--- src/rtl/pipe_stream_sink.sv ---
// Valid/ready stream sink: programmable backpressure, incrementing-sequence data check.
// Optional valid/data-hold protocol checker enabled by defining PIPE_SINK_PROTO_CHK_EN.
module pipe_stream_sink #(
  parameter int unsigned DW        = 8,
  parameter int unsigned CW        = 16,
  parameter logic [15:0] LFSR_SEED = 16'hACE1
) (
  input  logic          Clk,
  input  logic          Rstn,
  input  logic [DW-1:0] DataIn,
  input  logic          DataInVld,
  output logic          DataInRdy,
  input  logic          Start,
  input  logic [CW-1:0] BeatNum,
  input  logic [1:0]    RdyMode,
  input  logic [DW-1:0] ExpSeed,
  output logic          Busy,
  output logic          Done,
  output logic [CW-1:0] BeatCnt,
  output logic [CW-1:0] ErrCnt,
  output logic          ProtoErr,
  output logic [DW-1:0] LastData
);

  typedef enum logic [1:0] {S_IDLE, S_RUN, S_DONE} state_t;

  state_t        state_q, state_d;
  logic          rdy_q, rdy_d;
  logic          tog_q, tog_d;
  logic [15:0]   lfsr_q, lfsr_d;
  logic [1:0]    mode_q, mode_d;
  logic [CW-1:0] num_q, num_d;
  logic [CW-1:0] beat_q, beat_d;
  logic [CW-1:0] err_q, err_d;
  logic [DW-1:0] last_q, last_d;
  logic [DW-1:0] exp_q, exp_d;
  logic          hs;
  logic          start_acc;
  logic          pat;

  assign hs        = DataInVld & rdy_q;
  assign start_acc = (state_q == S_IDLE) & Start;

  always_comb begin
    state_d = state_q;
    tog_d   = tog_q;
    lfsr_d  = lfsr_q;
    mode_d  = mode_q;
    num_d   = num_q;
    beat_d  = beat_q;
    err_d   = err_q;
    last_d  = last_q;
    exp_d   = exp_q;
    pat     = 1'b0;
    rdy_d   = 1'b0;

    case (state_q)
      S_IDLE: begin
        if (Start) begin
          beat_d  = '0;
          err_d   = '0;
          exp_d   = ExpSeed;
          lfsr_d  = LFSR_SEED;
          mode_d  = RdyMode;
          num_d   = BeatNum;
          tog_d   = 1'b1;
          state_d = (BeatNum != '0) ? S_RUN : S_DONE;
        end
      end
      S_RUN: begin
        lfsr_d = {lfsr_q[0] ^ lfsr_q[2] ^ lfsr_q[3] ^ lfsr_q[5], lfsr_q[15:1]};
        tog_d  = ~tog_q;
        if (hs) begin
          beat_d = beat_q + 1'b1;
          last_d = DataIn;
          if ((DataIn != exp_q) && (err_q != '1)) err_d = err_q + 1'b1;
          exp_d = exp_q + 1'b1;
          if (beat_d == num_q) state_d = S_DONE;
        end
      end
      S_DONE:  state_d = S_IDLE;
      default: state_d = S_IDLE;
    endcase

    // Pattern is evaluated on the next-cycle mode/LFSR/toggle so the registered
    // ready lines up with the first RUN cycle right after Start.
    case (mode_d)
      2'd0:    pat = 1'b1;
      2'd1:    pat = tog_d;
      2'd2:    pat = lfsr_d[0];
      default: pat = 1'b0;
    endcase
    rdy_d = (state_d == S_RUN) & pat;
  end

  always_ff @(posedge Clk) begin
    if (!Rstn) begin
      state_q <= S_IDLE;
      rdy_q   <= 1'b0;
      tog_q   <= 1'b0;
      lfsr_q  <= LFSR_SEED;
      mode_q  <= '0;
      num_q   <= '0;
      beat_q  <= '0;
      err_q   <= '0;
      last_q  <= '0;
      exp_q   <= '0;
    end else begin
      state_q <= state_d;
      rdy_q   <= rdy_d;
      tog_q   <= tog_d;
      lfsr_q  <= lfsr_d;
      mode_q  <= mode_d;
      num_q   <= num_d;
      beat_q  <= beat_d;
      err_q   <= err_d;
      last_q  <= last_d;
      exp_q   <= exp_d;
    end
  end

`ifdef PIPE_SINK_PROTO_CHK_EN
  logic          stall_q, stall_d;
  logic [DW-1:0] stall_data_q, stall_data_d;
  logic          proto_q, proto_d;

  always_comb begin
    stall_d      = stall_q;
    stall_data_d = stall_data_q;
    proto_d      = proto_q;
    if (start_acc) begin
      stall_d = 1'b0;
      proto_d = 1'b0;
    end else begin
      if (stall_q && (!DataInVld || (DataIn != stall_data_q))) proto_d = 1'b1;
      stall_d      = (state_q == S_RUN) & DataInVld & ~rdy_q;
      stall_data_d = DataIn;
    end
  end

  always_ff @(posedge Clk) begin
    if (!Rstn) begin
      stall_q      <= 1'b0;
      stall_data_q <= '0;
      proto_q      <= 1'b0;
    end else begin
      stall_q      <= stall_d;
      stall_data_q <= stall_data_d;
      proto_q      <= proto_d;
    end
  end

  assign ProtoErr = proto_q;
`else
  assign ProtoErr = 1'b0;
`endif

  assign DataInRdy = rdy_q;
  assign Busy      = (state_q == S_RUN);
  assign Done      = (state_q == S_DONE);
  assign BeatCnt   = beat_q;
  assign ErrCnt    = err_q;
  assign LastData  = last_q;

endmodule

--- config.mk ---
export PLATFORM = sky130hd
export DESIGN_NAME = pipe_stream_sink
export DESIGN_NICKNAME = d
export VERILOG_FILES = /design/src/rtl/pipe_stream_sink.sv
export SDC_FILE = /design/constraint.sdc
export NUM_CORES = 1
export LEC_CHECK = 0
export ABC_CLOCK_PERIOD_IN_PS = 2900
export CAP_MARGIN = 20
export CORE_ASPECT_RATIO = 2
export CORE_MARGIN = 2
export CORE_UTILIZATION = 53
export DETAILED_ROUTE_END_ITERATION = 16
export PLACE_DENSITY_LB_ADDON = 0.25
export SYNTH_ARGS = -nofsm -noshare
export SYNTH_HDL_FRONTEND = slang
export SYNTH_SLANG_ARGS = --single-unit
--- constraint.sdc ---
create_clock -name Clk -period 2.9 [get_ports Clk]
set_input_delay 0.29 -clock Clk [delete_from_list [all_inputs] [get_ports Clk]]
set_output_delay 0.29 -clock Clk [all_outputs]
set_load 0.03 [all_outputs]
# Word-level counts from Yosys, hierarchy flattened
# Cells that the tools add are included.
# W data, S select, Z words.
# word_totals
regBits,86
output_inout_bits,44
word_cells,62
# op_classes
n_addsub,3
eq_ne,11
mux,21
bitwise_logic,6
n_reduce_logical,10
# op_table
operator,n
$pmux W16 S2,3
$mux W16,5
$add A16 B1 Y16 const B,2
$eq A16 B16 Y1,1
$mux W8,2
$ne A16 B16 Y1 const B,1
$pmux W8 S2,1
$reduce_bool A16 Y1,1
$mux W2,6
$add A8 B1 Y8 const B,1
$ne A8 B8 Y1,1
$eq A2 B1 Y1 const B,3
$reduce_and A2 Y1,3
$eq A2 B2 Y1 const B,2
$logic_not A2 Y1,2
$ne A2 B1 Y1 const B,2
$pmux W2 S2,1
$reduce_and A4 Y1,1
$pmux W1 S3,1
$reduce_and A3 Y1,1
$xor A1 B1 Y1,3
$and A1 B1 Y1,2
$ne A2 B2 Y1 const B,1
$pmux W1 S2,1
4 further kinds,4

# Logic depth before layout (Yosys ltp)
# Gate-level depths: netlist (run 1).
# logic_depth
ltp_word,7
ltp_mapped,9
depth_no_buf,7

# Worst setup path before layout (run 1)
# No wires, ideal clock.
# synth_timing
path_kind,register to register
start,register beat_q[0] (netlist: BeatCnt[0])
end,register state_q[1]
arrival_ns,2.177
required_time_ns,2.841
setup_slack_ns,0.665
stages_incl_launch_ff,9
path_cell_list,dfxtp_1 ha_1 buf_2 nand4_2 or3_1 nor2_1 xnor2_1 nor4b_4 a31o_1
# synth_via
elab_chain_len,5
# synth_rtl
element,line,text
from (decl),33,"logic [CW-1:0] beat_q, beat_d;"
from (signal assigned),115,beat_q <= beat_d;
$add A16 B1 Y16,74,beat_d = beat_q + 1'b1;
$eq A16 B16 Y1,78,if (beat_d == num_q) state_d = S_DONE;
$mux W2,78,
$mux W2,73,if (hs) begin
$pmux W2 S2,57,case (state_q)
to (signal assigned),109,state_q <= state_d;
to (decl),27,"state_t state_q, state_d;"
# Every way passes these cells.
# A chain may end at the register's enable or synchronous reset.

# Worst setup path in the final report (run 1)
# layout_timing
start,register beat_q[0] (netlist: BeatCnt[0])
end,register state_q[0]
# The elaborated chain is that of the path after synthesis.

==> summary.md, run 1 <==
| Metric | Value |
|---|---|
| CTS Hold Bufs | `0` |
| Chip width | `68.92 microns` |
| Setup Viol. Count Final | `0` |
| FF-to-FF Start | `BeatCnt[0]` |
| Syn Std Cell Area | `4467 sq um` |
| Worst Path Max Fanout | `8` |
| Setup TNS | `0 ns` |
| Mapped Cells | `551` |
| HP Class | `in -> reg` |
| Max incr delay on CP | `0.47 ns` |
| Tot GR Track Use | `0.2686` |
| Peak supply drop | `0.3568 mV` |
| Layout Skew | `0.004247 ns` |
| Post-synth EDFFs | `0` |
| GRT Residual Overflow | `0` |
| Final period utilization | `0.8648` |
| Worst Setup Start Kind | `flip-flop` |
| Vias | `4341` |
| Slew at the pin with the worst max-slew slack | `0.7496 ns` |
| Most frequent cells in the layout | `nand2_1, dfxtp_1, clkdlybuf4s50_1, o21ai_0, a21boi_0` |
| Critical path class | `reg -> reg` |
| Final ANT Viol Nets | `0` |
| Worst Path Arrival | `2.72 ns` |
| Core area | `8233 sq um` |
| CP max stage cell | `dfxtp_1` |
| Layout filler cell count | `704` |
| Clock root buffer master | `clkbuf_16` |
| Avg Cell Area, Syn | `8.107 sq um` |
| RSZ-0062 raised after global routing | `no` |
| Post-DP HPWL | `8675 microns` |
| Initial antenna violation count | `0` |
| DR WL/cell | `16.42 microns` |
| FF-to-FF End | `state_q[0]` |
| Starting Density | `0.5426` |
| Synth top area cells | `dfxtp_1, nand2_1, a21boi_0, xnor2_1, o21ai_0` |
| Placer Congestion | `0.8839` |
| Die area | `9223 sq um` |
| Logic gate share of total power | `0.117` |
| # Post-CTS Setup Buffers | `0` |
| Storage element area | `1722 sq um` |
| Critical path data required time | `3.11 ns` |
| WHS | `0.3546 ns` |
| Final Hold Viols | `0` |
| Status | `finished clean` |
| Vias in the first global route | `4169` |
| R2R depth | `7` |
| Vias per inst | `6.021` |
| Top-area cell type share of the netlist area | `0.3854` |
| Sw power | `700.9 uW` |
| H-tree levels | `3` |
| Sink Count | `86` |
| Clk buf depth | `2` |
| TritonCTS clock tree | `built` |
| Ys Warns | `0` |
| CTS buffer count | `9` |
| Pwr per Cell Area | `502.7 nW/um^2` |
| Largest net degree at the start of global routing | `37` |
| Slew margin rel. | `0.4993` |
| Crit end category | `flip-flop` |
| Antenna diode count | `0` |
| Asr flop ratio synth | `0` |
| Die Span Y | `133.8 microns` |
| Max-cap viol count | `0` |
| Fin crit period | `2.508 ns` |
| Synth area leader | `dfxtp_1` |
| Iter 0 DRT Violations | `308` |
| Drt pass-1 iters | `4` |
| LEAKAGE | `2.047 nW` |
| Cell Chain, Critical Path | `ha_1, nand4_2, nor3_1, o2111a_1, o2111ai_1, nor4b_1, a21oi_1` |
| # DRC | `0` |
| Internal reg-to-reg setup slack | `0.39 ns` |
| I/O Buffers | `80` |
| Number of gates resized after CTS | `0` |
| Row count | `47` |
| Sequential share of power | `0.445` |
| Max-slew violations | `0` |
| # IOs | `82` |
| Fraction of layout cells with a size suffix above 1 | `0.06260` |
| Most common cell after layout, fill and taps aside | `nand2_1` |
| DRT Wirelength | `11840 microns` |
| Hold path cells | `2` |
| Clock transition at the registers of the reported paths | `0.06 ns` |
| First-pass GRT wire length | `19150 microns` |
| Switching Share | `0.2470` |
| Sequential fraction of the synthesis area | `0.3854` |
| Ys flop type | `dfxtp_1` |
| Int Power | `2.137 mW` |
| Clock group share of total power | `0.438` |
| HP Start | `Rstn` |
| Area occupied by multi-input gates | `2586 sq um` |
| Area delta synth->final | `26.39%` |
| Max Fclk | `0.3987 GHz` |
| Hold Path Sink | `lfsr_q[7]` |
| FF+latch count, synth | `86` |
| Final net count | `659` |
| Post-synth net total | `592` |
| Synth cell types | `57` |
| Clock latency at the later pin of the worst-skew pair | `0.34 ns` |
[cells in the mapped netlist, types with 12 or more instances]
| cell type | count |
|---|---|
| nor3_1 | 12 |
| nand2_1 | 97 |
| nand3_1 | 16 |
| xnor2_1 | 26 |
| a22oi_1 | 14 |
| nor2_1 | 23 |
| a21boi_0 | 32 |
| a21oi_1 | 28 |
| nor2b_1 | 20 |
| o21ai_0 | 34 |
| clkbuf_1 | 28 |
| dfxtp_1 | 86 |
[sequential cells by signal, summed over array words and instances, names as in the netlist, 2 cells and up]
register,count
BeatCnt,16
exp_q,8
state_q,2
num_q,16
lfsr_q,16
LastData,8
ErrCnt,16
mode_q,2
[kinds of logic after synthesis]
kind of cell / count (synthesis) / synth area share
adders and majority gates: 3 / 0.008404
DFF: 86 / 0.3854
muxes: 4 / 0.008964
and+or+nand+nor: 239 / 0.2765
AOI/OAI and AO/OA: 148 / 0.2216
other: 1 / 0.0008395
xor gates and xnor gates: 32 / 0.06275
buffers and inverters: 38 / 0.03557
[area by class of cell]
cell class,instances,area share
clock buffer,9,0.03989
tap,98,0.02172
timing repair buffer,92,0.1569
multi-input combinational,427,0.4581
sequential,86,0.3050
inverter,2,0.001330
clock inverter,7,0.01707
[metrics by stage]
| step | utilization | power [mW] | cells | cell area (sq um) | worst slack, ns |
|---|---|---|---|---|---|
| 3_3_place_gp | 0.6467 | 1.609 | 705 | 5324 | 0.4397 |
| 6_report | 0.6857 | 2.838 | 721 | 5645 | 0.3920 |
| 5_1_grt | 0.6857 | 2.933 | 721 | 5645 | 0.07184 |
| 3_5_place_dp | 0.6467 | 1.618 | 705 | 5324 | 0.3970 |
| 2_1_floorplan | - | 1.488 | 551 | 4467 | 0.6647 |
| 4_1_cts | 0.6857 | 2.848 | 721 | 5645 | 0.3735 |
[how the worst max path moves through the flow]
stage | startpoint | to | slack (ns)
floorplan | BeatCnt[0] | state_q[1] | 0.66
global placement | BeatCnt[0] | state_q[0] | 0.44
detailed placement | BeatCnt[0] | DataInRdy | 0.40
CTS | BeatCnt[0] | DataInRdy | 0.37
global route | BeatCnt[0] | state_q[0] | 0.07
finish | BeatCnt[0] | state_q[0] | 0.39
[layer usage]
layer | routed length (microns) | track usage | vias to the layer above
met3 | 629 | 0.05956 | 34
li1 | - | - | 2103
met1 | 4441 | 0.2872 | 2054
met2 | 6254 | 0.4653 | 150
met5 | 0 | 0 | -
met4 | 513 | 0.1481 | 0
[power by group through the flow]
stage          registers (mW)  logic, mW  clock network, mW
2_1_floorplan            1.29      0.202                  0
3_3_place_gp             1.29      0.323                  0
3_5_place_dp             1.29      0.330                  0
4_1_cts                  1.26      0.333               1.25
5_1_grt                  1.27      0.364               1.30
6_report                 1.26      0.333               1.24
[critical path: cells and delay by family, from the launching register on]
kind,cells,cell delay [ns]
AND/OR/NAND/NOR,3,0.99
AO/OA/AOI/OAI,3,0.53
flip-flops,1,0.47
adder cells (fa/ha/maj),1,0.39
No activity file was read; power rests on OpenSTA's default activity.
==> inputs of run 2 (changes only) <==
--- a/config.mk
+++ b/config.mk
@@ -12,6 +12,7 @@
 export CORE_UTILIZATION = 53
 export DETAILED_ROUTE_END_ITERATION = 16
 export PLACE_DENSITY_LB_ADDON = 0.25
+export RECOVER_POWER = 100
 export SYNTH_ARGS = -nofsm -noshare
 export SYNTH_HDL_FRONTEND = slang
 export SYNTH_SLANG_ARGS = --single-unit
==> run 2 against run 1 <==
Register-to-register slack hardly changed. First-iteration DRC count decreased by 0.65%. Critical endpoint is now BeatCnt[8]. Highest routed layer unchanged. Clock skew is 0.00050 ns higher. Cell count unchanged. Critical path depth increased by 1. Largest power group unchanged. Flip-flop and latch count stayed put. Die area unchanged. Global-route usage unchanged. Sequential power barely moved.
==> summary.md, run 2 (synthesis results as in run 1) <==
| Metric | Value |
|---|---|
| Row count | `47` |
| TritonCTS clock tree | `built` |
| Setup TNS | `0 ns` |
| Initial antenna violation count | `0` |
| Max-slew violations | `0` |
| Die area | `9223 sq um` |
| Top delay family on crit path | `buffers and inverters` |
| Slew at the pin with the worst max-slew slack | `0.8166 ns` |
| Vias in the first global route | `4169` |
| Final Hold Viols | `0` |
| Fin crit period | `2.511 ns` |
| First-pass GRT wire length | `19150 microns` |
| LEAKAGE | `2.176 nW` |
| Number of gates resized after CTS | `0` |
| Vias | `4311` |
| Setup Viol. Count Final | `0` |
| Vias per inst | `5.979` |
| H-tree levels | `3` |
| Cell Chain, Critical Path | `nand2b_1, inv_1, nand2_1, clkbuf_1, a21oi_1, o21ai_0, o31ai_1, and2_0` |
| Final ANT Viol Nets | `0` |
| Status | `finished clean` |
| Sink Count | `86` |
| Clock transition at the registers of the reported paths | `0.06 ns` |
| Pwr per Cell Area | `502.8 nW/um^2` |
| Core area | `8233 sq um` |
| Drt pass-1 iters | `4` |
| Tot GR Track Use | `0.2686` |
| Crit end category | `flip-flop` |
| Clk buf depth | `2` |
| Pre-CTS setup slack | `0.3970 ns` |
| Placer Congestion | `0.8839` |
| Iter 0 DRT Violations | `306` |
| Most frequent cells in the layout | `nand2_1, dfxtp_1, dlygate4sd3_1, clkdlybuf4s50_1, o21ai_0` |
| HP Class | `in -> reg` |
| CTS Hold Bufs | `0` |
| CP max stage cell | `clkbuf_1` |
| Worst Path Max Fanout | `19` |
| Max-cap viol count | `0` |
| Clock latency at the later pin of the worst-skew pair | `0.34 ns` |
| Largest net degree at the start of global routing | `37` |
| Die Span Y | `133.8 microns` |
| Most common cell after layout, fill and taps aside | `nand2_1` |
| Peak supply drop | `0.3551 mV` |
| Layout Utilization | `0.6833` |
| GRT Residual Overflow | `0` |
| Post-DP HPWL | `8675 microns` |
| Antenna diode count | `0` |
| Starting Density | `0.5426` |
| Area delta synth->final | `25.94%` |
| Slew margin rel. | `0.4556` |
| Fraction of layout cells with a size suffix above 1 | `0.05297` |
| DRT Wirelength | `11730 microns` |
| Worst Setup Start Kind | `flip-flop` |
| Final period utilization | `0.8659` |
| Clock root buffer master | `clkbuf_16` |
| Chip width | `68.92 microns` |
| # IOs | `82` |
| DR WL/cell | `16.27 microns` |
| Max Fclk | `0.3982 GHz` |
| Max incr delay on CP | `0.67 ns` |
| # Post-CTS Setup Buffers | `0` |
| Worst Path Arrival | `2.74 ns` |
| RSZ-0062 raised after global routing | `no` |
| Critical path class | `reg -> reg` |
| CTS buffer count | `9` |
| Critical path data required time | `3.13 ns` |
| Total power | `2.829 mW` |
| Layout Skew | `0.004748 ns` |
| # DRC | `0` |
| Final net count | `659` |
| I/O Buffers | `80` |
| Worst path bufs/invs | `2` |
| PnR worst setup slack | `0.3888 ns` |
-- run 2: changes by cell type in the layout (fill, tap and decap cells not counted), sizes merged --
cell | previous run | this run
dlygate4sd3 | 0 | 44
buf | 13 | 9
clkdlybuf4s50 | 79 | 35
clkbuf | 9 | 13
-- run 2: metal layers --
metal,GRT usage,up-vias,share of wire,routed length (microns)
met4,0.1481,0,0.045,523
met3,0.05956,38,0.054,630
met5,0,-,0,0
li1,-,2103,-,-
met2,0.4653,150,0.53,6260
met1,0.2872,2020,0.37,4314
-- run 2: final cells by class --
class / count / area [sq um]
clock buffer: 9 / 225.2
clock inverter: 7 / 96.34
fill: 709 / 2608
inverter: 2 / 7.507
multi-input combinational: 427 / 2581
sequential: 86 / 1722
tap: 98 / 122.6
timing repair buffer: 92 / 870.8
-- run 2: path summary, 6_finish.rpt --
check / startpoint / endpoint / slack, ns / cells past startpoint
hold / removal: Rstn / lfsr_q[7] / 0.36 / 2
setup reg to reg: state_q[1] / BeatCnt[8] / 0.39 / 8
hold reg to reg: LastData[5] / LastData[5] / 0.46 / 2
setup / recovery: state_q[1] / BeatCnt[8] / 0.39 / 8
-- run 2: where the power goes --
| part | internal (mW) | switching [mW] |
|---|---|---|
| sequential | 1.22 | 0.0369 |
| clock | 0.756 | 0.487 |
| combinational | 0.151 | 0.174 |
| total | 2.13 | 0.698 |
-- run 2: metrics by stage --
stage | instances | area (sq um) | hold WS [ns]
after detailed placement | 705 | 5324 | 0.4607
final | 721 | 5625 | 0.3558
after global routing | 721 | 5625 | 0.3802
after CTS | 721 | 5645 | 0.3543
after floorplan | 551 | 4467 | 0.4349
after global placement | 705 | 5324 | 0.4507
==> inputs of run 3 (changes only) <==
--- a/config.mk
+++ b/config.mk
@@ -9,7 +9,7 @@
 export CAP_MARGIN = 20
 export CORE_ASPECT_RATIO = 2
 export CORE_MARGIN = 2
-export CORE_UTILIZATION = 53
+export CORE_UTILIZATION = 40
 export DETAILED_ROUTE_END_ITERATION = 16
 export PLACE_DENSITY_LB_ADDON = 0.25
 export RECOVER_POWER = 100
==> run 3 against run 2 <==
Via count fell by 3.0%. Non-clock buffer count did not move. Sequential share of layout area fell by 0.095 points. Clock skew rose by 0.0024 ns. Combinational power barely moved. Largest cell class unchanged. Highest routed layer unchanged.
==> summary.md, run 3 (synthesis results as in run 1) <==
| Metric | Value |
|---|---|
| Clock root buffer master | `clkbuf_16` |
| # DRC | `0` |
| Row count | `54` |
| I/O Buffers | `80` |
| PnR worst setup slack | `0.3571 ns` |
| # IOs | `82` |
| Chip width | `78.72 microns` |
| Most common cell after layout, fill and taps aside | `nand2_1` |
| Pre-CTS setup slack | `0.5134 ns` |
| Iter 0 DRT Violations | `208` |
| Layout filler cell count | `1063` |
| Clock latency at the later pin of the worst-skew pair | `0.33 ns` |
| Layout Skew | `0.007128 ns` |
| Largest net degree at the start of global routing | `52` |
| Drt pass-1 iters | `5` |
| Clock transition at the registers of the reported paths | `0.06 ns` |
| Fin area | `5643 sq um` |
| Worst Path Max Fanout | `15` |
| Antenna diode count | `0` |
| Slew at the pin with the worst max-slew slack | `0.9499 ns` |
| Worst Path Arrival | `2.25 ns` |
| Critical path class | `reg -> out` |
| DR WL/cell | `15.35 microns` |
| Final period utilization | `0.8769` |
| DRT Wirelength | `11710 microns` |
| HP Class | `in -> reg` |
| Number of gates resized after CTS | `0` |
| First-pass GRT wire length | `19310 microns` |
| Max Fclk | `0.3933 GHz` |
| Clk buf depth | `2` |
| Final Hold Viols | `0` |
| Sink Count | `86` |
| Vias per inst | `5.480` |
| Placer Congestion | `0.8480` |
| Max-slew violations | `0` |
| Fin crit period | `2.543 ns` |
| TritonCTS clock tree | `built` |
| Vias | `4181` |
| LEAKAGE | `2.168 nW` |
| Initial antenna violation count | `0` |
| Final ANT Viol Nets | `0` |
| Vias in the first global route | `4051` |
| Crit end category | `output port` |
| Fraction of layout cells with a size suffix above 1 | `0.04976` |
| Post-DP HPWL | `8979 microns` |
| Peak supply drop | `0.3483 mV` |
| Critical path data required time | `2.61 ns` |
| Die Span Y | `153.4 microns` |
| Core area | `10880 sq um` |
| Area delta synth->final | `26.33%` |
| Starting Density | `0.4106` |
| CTS buffer count | `9` |
| CTS Hold Bufs | `0` |
| Setup TNS | `0 ns` |
| Cell area after placement | `5376 sq um` |
| Final net count | `659` |
| RSZ-0062 raised after global routing | `no` |
| Setup Viol. Count Final | `0` |
| Max-cap viol count | `0` |
| Tot GR Track Use | `0.2001` |
| Pwr per Cell Area | `485.0 nW/um^2` |
| Slew margin rel. | `0.3668` |
| # Post-CTS Setup Buffers | `0` |
| Most frequent cells in the layout | `nand2_1, dfxtp_1, dlygate4sd3_1, clkdlybuf4s50_1, o21ai_0` |
| H-tree levels | `3` |
| Die area | `12080 sq um` |
| Cell Chain, Critical Path | `nand2b_1, inv_1, dlygate4sd3_1` |
| Worst Setup Start Kind | `flip-flop` |
| Max incr delay on CP | `0.82 ns` |
| Status | `finished clean` |
| GRT Residual Overflow | `0` |
| CP max stage cell | `dlygate4sd3_1` |
==> run 3: critical path, delay by kind of cell, from the launching register on <==
kind / cells / cell delay (ns)
buf+inv: 2 / 1.26
flops: 1 / 0.43
simple gates: 1 / 0.23
==> run 3: final timing paths <==
check	slack (ns)	end	start	depth (start not counted)
setup / recovery	0.36	Busy	state_q[0]	3
hold / removal	0.27	lfsr_q[10]	Rstn	2
setup reg to reg	0.48	DataInRdy	BeatCnt[0]	7
hold reg to reg	0.46	LastData[7]	LastData[7]	2
==> run 3: layer usage <==
metal,wire (microns),global-route usage,vias to the layer above,share of wire
li1,-,-,2108,-
met1,4417,0.2051,1961,0.38
met2,6623,0.3822,94,0.57
met3,377,0.03424,18,0.032
met4,291,0.08855,0,0.025
met5,0,0,-,0
==> run 3: where the power goes <==
part / switching [mW] / total [mW] / leakage [nW] / internal, mW
sequential: 0.0393 / 1.26 / 0.700 / 1.22
combinational: 0.171 / 0.322 / 1.32 / 0.150
clock: 0.463 / 1.15 / 0.152 / 0.688
==> run 3: metrics by stage <==
step                        util  total power, mW  hold slack [ns]  cells
after floorplan                -            1.488           0.4349    551
after global placement    0.4942            1.616           0.4503    747
after detailed placement  0.4942            1.622           0.4609    747
after CTS                 0.5216            2.775           0.2702    763
after global routing      0.5187            2.865           0.2841    763
final                     0.5187            2.737           0.2694    763
==> run 3: final cells by class <==
type / instances / area (sq um) / area share
multi-input cells: 427 / 2572 / 0.4559
flip-flops and latches: 86 / 1722 / 0.3051
repair buffers: 92 / 868.3 / 0.1539
clock buffers: 10 / 239.0 / 0.04235
well taps: 140 / 175.2 / 0.03104
clock inverters: 6 / 58.81 / 0.01042
inverters: 2 / 7.507 / 0.001330
